File: config.mk
export PLATFORM = sky130hd
export DESIGN_NAME = pe_alu_seq
export DESIGN_NICKNAME = d
export VERILOG_FILES = /design/src/rtl/pe_alu_seq.sv
export SDC_FILE = /design/constraint.sdc
export NUM_CORES = 1
export LEC_CHECK = 0
export BUFFER_PORTS_ARGS = -buffer_cell sky130_fd_sc_hd__buf_2
export CORE_ASPECT_RATIO = 0.7
export CORE_MARGIN = 2
export CORE_UTILIZATION = 50
export DETAILED_ROUTE_END_ITERATION = 6
export PLACE_DENSITY = 0.67
export REMOVE_ABC_BUFFERS = 1
export SETUP_SLACK_MARGIN = 0.05
export SYNTH_ARGS = -nofsm -noshare
export SYNTH_HDL_FRONTEND = slang
export SYNTH_SLANG_ARGS = --single-unit
File: constraint.sdc
create_clock -name clk -period 6.4 [get_ports clk]
set_input_delay 0.64 -clock clk [delete_from_list [all_inputs] [get_ports clk]]
set_output_delay 0.64 -clock clk [all_outputs]
set_load 0.005 [all_outputs]
File: src/rtl/pe_alu_seq.sv
`default_nettype none
// ============================================================================
// Module   : pe_alu_seq
// Purpose  : Per-PE sequential ALU: single-cycle add, shift-add unsigned multiply
//            with a held completion level for the PE controller.
// Revision : 1.0
// ============================================================================
module pe_alu_seq #(
   parameter int DATA_W = 8,
   parameter int CNT_W  = 4
) (
   input  logic              clk,
   input  logic              reset_n,
   input  logic [1:0]        operation,
   input  logic [DATA_W-1:0] douta,
   input  logic [DATA_W-1:0] doutb,
   output logic [DATA_W-1:0] result,
   output logic              ovf,
   output logic              op_done,
   output logic              busy
);

   typedef enum logic [1:0] {
      IDLE   = 2'd0,
      ADD_EX = 2'd1,
      MUL_EX = 2'd2,
      DONE   = 2'd3
   } state_t;

   localparam logic [1:0]       OP_NONE = 2'b00;
   localparam logic [1:0]       OP_ADD  = 2'b01;
   localparam logic [1:0]       OP_MUL  = 2'b10;
   localparam logic [CNT_W-1:0] CNT_LAST = CNT_W'(DATA_W - 1);

   state_t                state_q, state_d;
   logic [DATA_W-1:0]     op_a_q, op_a_d;
   logic [DATA_W-1:0]     op_b_q, op_b_d;
   logic [2*DATA_W-1:0]   acc_q, acc_d;
   logic [CNT_W-1:0]      cnt_q, cnt_d;
   logic [DATA_W-1:0]     result_q, result_d;
   logic                  ovf_q, ovf_d;
   logic                  op_done_q, op_done_d;
   logic                  busy_q, busy_d;

   logic [DATA_W:0]       sum;
   logic [DATA_W-1:0]     b_shift;
   logic [2*DATA_W-1:0]   partial;
   logic [2*DATA_W-1:0]   acc_next;

   assign sum      = {1'b0, op_a_q} + {1'b0, op_b_q};
   assign b_shift  = op_b_q >> cnt_q;
   assign partial  = b_shift[0] ? ({{DATA_W{1'b0}}, op_a_q} << cnt_q) : '0;
   assign acc_next = acc_q + partial;

   always_comb begin
      state_d   = state_q;
      op_a_d    = op_a_q;
      op_b_d    = op_b_q;
      acc_d     = acc_q;
      cnt_d     = cnt_q;
      result_d  = result_q;
      ovf_d     = ovf_q;
      op_done_d = op_done_q;

      case (state_q)
         IDLE: begin
            op_done_d = 1'b0;
            if (operation == OP_ADD) begin
               op_a_d  = douta;
               op_b_d  = doutb;
               state_d = ADD_EX;
            end else if (operation == OP_MUL) begin
               op_a_d  = douta;
               op_b_d  = doutb;
               acc_d   = '0;
               cnt_d   = '0;
               state_d = MUL_EX;
            end
         end
         ADD_EX: begin
            if (operation == OP_NONE) begin
               state_d = IDLE;
            end else begin
               result_d  = sum[DATA_W-1:0];
               ovf_d     = sum[DATA_W];
               op_done_d = 1'b1;
               state_d   = DONE;
            end
         end
         MUL_EX: begin
            if (operation == OP_NONE) begin
               state_d = IDLE;
            end else begin
               acc_d = acc_next;
               cnt_d = cnt_q + 1'b1;
               // Last partial product is folded in on the same edge that publishes the result.
               if (cnt_q == CNT_LAST) begin
                  result_d  = acc_next[DATA_W-1:0];
                  ovf_d     = |acc_next[2*DATA_W-1:DATA_W];
                  op_done_d = 1'b1;
                  state_d   = DONE;
               end
            end
         end
         DONE: begin
            if (operation == OP_NONE) begin
               op_done_d = 1'b0;
               state_d   = IDLE;
            end
         end
         default: state_d = IDLE;
      endcase

      busy_d = (state_d == ADD_EX) || (state_d == MUL_EX);
   end

   always_ff @(posedge clk) begin
      if (!reset_n) begin
         state_q   <= IDLE;
         op_a_q    <= '0;
         op_b_q    <= '0;
         acc_q     <= '0;
         cnt_q     <= '0;
         result_q  <= '0;
         ovf_q     <= 1'b0;
         op_done_q <= 1'b0;
         busy_q    <= 1'b0;
      end else begin
         state_q   <= state_d;
         op_a_q    <= op_a_d;
         op_b_q    <= op_b_d;
         acc_q     <= acc_d;
         cnt_q     <= cnt_d;
         result_q  <= result_d;
         ovf_q     <= ovf_d;
         op_done_q <= op_done_d;
         busy_q    <= busy_d;
      end
   end

   assign result  = result_q;
   assign ovf     = ovf_q;
   assign op_done = op_done_q;
   assign busy    = busy_q;

endmodule
`default_nettype wire

==> qor.csv <==
stage,metric,value,unit
status,status,"finished, final reports clean",
detailed_routing,routed len/inst,15.7,um
sta,Tcrit/Tclk final,61.9,%
finish,final net count,528,
clock_network,CTS Hold Bufs,0,
setup_path,R2R depth,12,
floorplan,die width,103,um
synth,synth warn,0,
synth,Syn Inst Count,457,
clock_network,CTS buffer count,5,
sta,Final TNS setup,0,ps
hold_path,Worst Hold Class,reg2reg,
detailed_routing,via-per-instance ratio,5.74,
clock_network,CTS tree,yes,
detailed_routing,vias,3274,
clock_network,clock latency on the worst-skew pair,310,ps
floorplan,Core Region,6690,um2
floorplan,IO Pins,31,
setup_path,FF-to-FF End,ovf,
clock_network,post-cts sizing count,0,
setup_path,CP startpoint kind,flip-flop,
power_and_ir_drop,Max VDD drop,0.000142,V
global_route,initial antenna violation count,0,
setup_path,r2r setup slk,2440,ps
sta,Final Skew,8.81,ps
placed_design,Inst Count DP,562,
setup_path,CP required,6600,ps
detailed_routing,DRT Pass-1 Iters,5,
hold_path,Worst Hold Path EP,acc_q[3],
synth,Avg Inst Size Synth,7.50,um2
placed_design,GPL Wtd Cong,0.893,
setup_path,"Top cell by count, worst path",a211oi_1,
sta,relative slew slack,44.2,%
floorplan,Die Y,73.3,um
clock_network,CTS Buffer Depth,2,
placed_design,HPWL after detailed placement,6.74,mm
floorplan,# rows,25,
finish,Area Growth Syn to Fin,8.57,%
placed_design,IO buf count,30,
sta,Worst Tran Pin Value,837,ps
finish,fillers,679,
global_route,Tot GR Track Use,24.8,%
global_route,vias in the first global route,2954,
detailed_routing,DRT antenna net count,0,
floorplan,area of the die,7550,um2
clock_network,# clock sinks,49,
floorplan,Initial Util,51.2,%
global_route,first-pass GRT wire length,14.4,mm
synth,Yosys reg bits,49,
power_and_ir_drop,Leak,1.55,nW
detailed_routing,Initial DRC Count,299,
power_and_ir_drop,Power Dens Cells,301,nW/um2
clock_network,"Clk pin slew, worst setup/hold paths",90,ps
synth,"Seq/Total Area, Yosys",28.6,%
hold_path,hold_sp,acc_q[3],
sta,fin crit period,3960,ps
setup_path,worst r2r src,cnt_q[0],
synth,Main synth FF type,dfxtp_1,
setup_path,CP peak stage delay,770,ps
setup_path,cell class contributing the biggest share of worst-path delay,compound AO/OA/AOI/OAI gates,
setup_path,"Data arrival, critical path",4160,ps
setup_path,Crit Path Max Fanout,20,
clock_network,CTS root buf,clkbuf_8,
detailed_routing,# DRC,0,
sta,final slew viol count,0,
synth,ys async rst share,0,%
finish,diodes inserted,0,
setup_path,CP Cell Sequence,"mux4_2, nand2_1, nor2_1, ha_1, fa_1, a211oi_1, o21ai_0, a2111oi_0, a211oi_1, nor3_1, nand4bb_1, o311a_1",
synth,Synth top area share,28.6,%
setup_path,Worst Setup Path Type,reg2reg,
setup_path,CP Buf/Inv Count,0,
detailed_routing,drt total wl,8.93,mm
finish,"non-filler cells, final",570,
setup_path,slowest CP cell,dfxtp_1,
sta,RSZ-0062 raised after global routing,no,
global_route,largest net degree at the start of global routing,41,
synth,Synth area leaders,"dfxtp_1 29%, ha_1 11%, nand2_1 7.7%",
sta,"Hold Violations, Final",0,
global_route,GR Overflow Total,0,
synth,synth unique cells,51,
sta,Max Clk Rate,252,MHz
synth,Post-synth EDFFs,0,
hold_path,hold-critical path depth,2,
synth,Post-Syn Area,3430,um2
clock_network,postcts setup bufs,0,
finish,share of cells above drive strength 1,10.7,%
clock_network,htree depth,2,
job,Max-cap violations,0,
setup_path,cell depth of the worst setup path,12,
setup_path,CP endpoint kind,flip-flop,
sta,Final setup violation count,0,
synth,dominant cell type by area after synthesis,dfxtp_1,
[cell type report]
class                   instances  area [um2]  area share [%]
clock inverters                 1        7.51           0.202
repair buffers                 34         180            4.84
inverters                      20        75.1            2.02
well taps                      94         118            3.16
flip-flops and latches         49         981            26.3
clock buffers                   7        76.3            2.05
multi-input cells             365        2290            61.4
[cell usage after synthesis (5+ instances only)]
cell type / n
a211oi_1: 10
a21oi_1: 49
a22oi_1: 9
a31oi_1: 7
and2_1: 5
clkbuf_1: 21
dfxtp_1: 49
ha_1: 31
inv_1: 20
mux2i_1: 6
nand2_1: 70
nand3_1: 8
nor2_1: 56
nor2b_1: 6
nor3_1: 14
o211ai_1: 5
o21ai_0: 25
xnor2_1: 11
xor2_1: 5
[worst max-delay path by stage]
stage | startpoint | endpoint | slack (ps)
2_1_floorplan | cnt_q[0] | ovf | 2870
3_3_place_gp | cnt_q[0] | ovf | 2580
3_5_place_dp | cnt_q[0] | ovf | 2460
4_1_cts | cnt_q[0] | ovf | 2460
5_1_grt | cnt_q[0] | ovf | 2110
6_report | cnt_q[0] | ovf | 2440
[flip-flops by register name (all words and copies together), names as in the netlist]
name and cells:
acc_q 16, busy 1, cnt_q 4, op_a_q 8, op_b_q 8, op_done 1, ovf 1, result 8
state_q 2
[metrics by stage]
step	instance area, um2	worst slack [ps]	hold WS (ps)	total power, mW	utilization [%]
final	3720	2440	471	1.12	55.6
after global routing	3720	2110	499	1.21	55.6
after CTS	3720	2460	471	1.11	55.6
after detailed placement	3640	2460	459	0.928	54.4
after global placement	3640	2580	451	0.921	54.4
after floorplan	3340	2870	441	0.754	-
[per-layer routing]
metal | wire length (um) | vias to the layer above | GRT usage, % | part of all wire (%)
li1 | - | 1647 | - | -
met1 | 4590 | 1498 | 37.1 | 51
met2 | 3600 | 116 | 36.6 | 40
met3 | 620 | 13 | 4.57 | 6.9
met4 | 117 | 0 | 6.43 | 1.3
met5 | 0 | - | 0 | 0
[cells by family after synthesis]
| logic type | count (synthesis) | share of synthesized area [%] |
|---|---|---|
| simple gates | 174 | 22.1 |
| compound gates | 131 | 23.9 |
| flops | 49 | 28.6 |
| buf+inv | 43 | 4.74 |
| fa+ha+maj | 33 | 12.5 |
| xor+xnor | 16 | 4.09 |
| mux | 11 | 4.05 |
[report_power, final]
part	internal, mW	total [mW]	switching (mW)
sequential	0.358	0.412	0.0534
combinational	0.188	0.521	0.333
clock	0.0777	0.187	0.109
[layout by cell type (no fill, tap or decap), drive strengths merged, types with 3 or more instances in the layout]
master	instances
a2111oi	3
a211oi	10
a21o	3
a21oi	49
a22oi	9
a31oi	7
and2	8
and3	3
buf	34
clkbuf	7
dfxtp	49
ha	31
inv	20
mux2	3
mux2i	6
nand2	70
nand3	8
nor2	56
nor2b	6
nor3	14
o211ai	5
o21a	3
o21ai	25
or3	3
xnor2	11
xor2	5
[tightest hold or removal path: stages, from the launching register on]
cell and delay (ps):
dfxtp_1 330, nand2_1 50, a21oi_1 50
(Power assumes the default switching activity.)
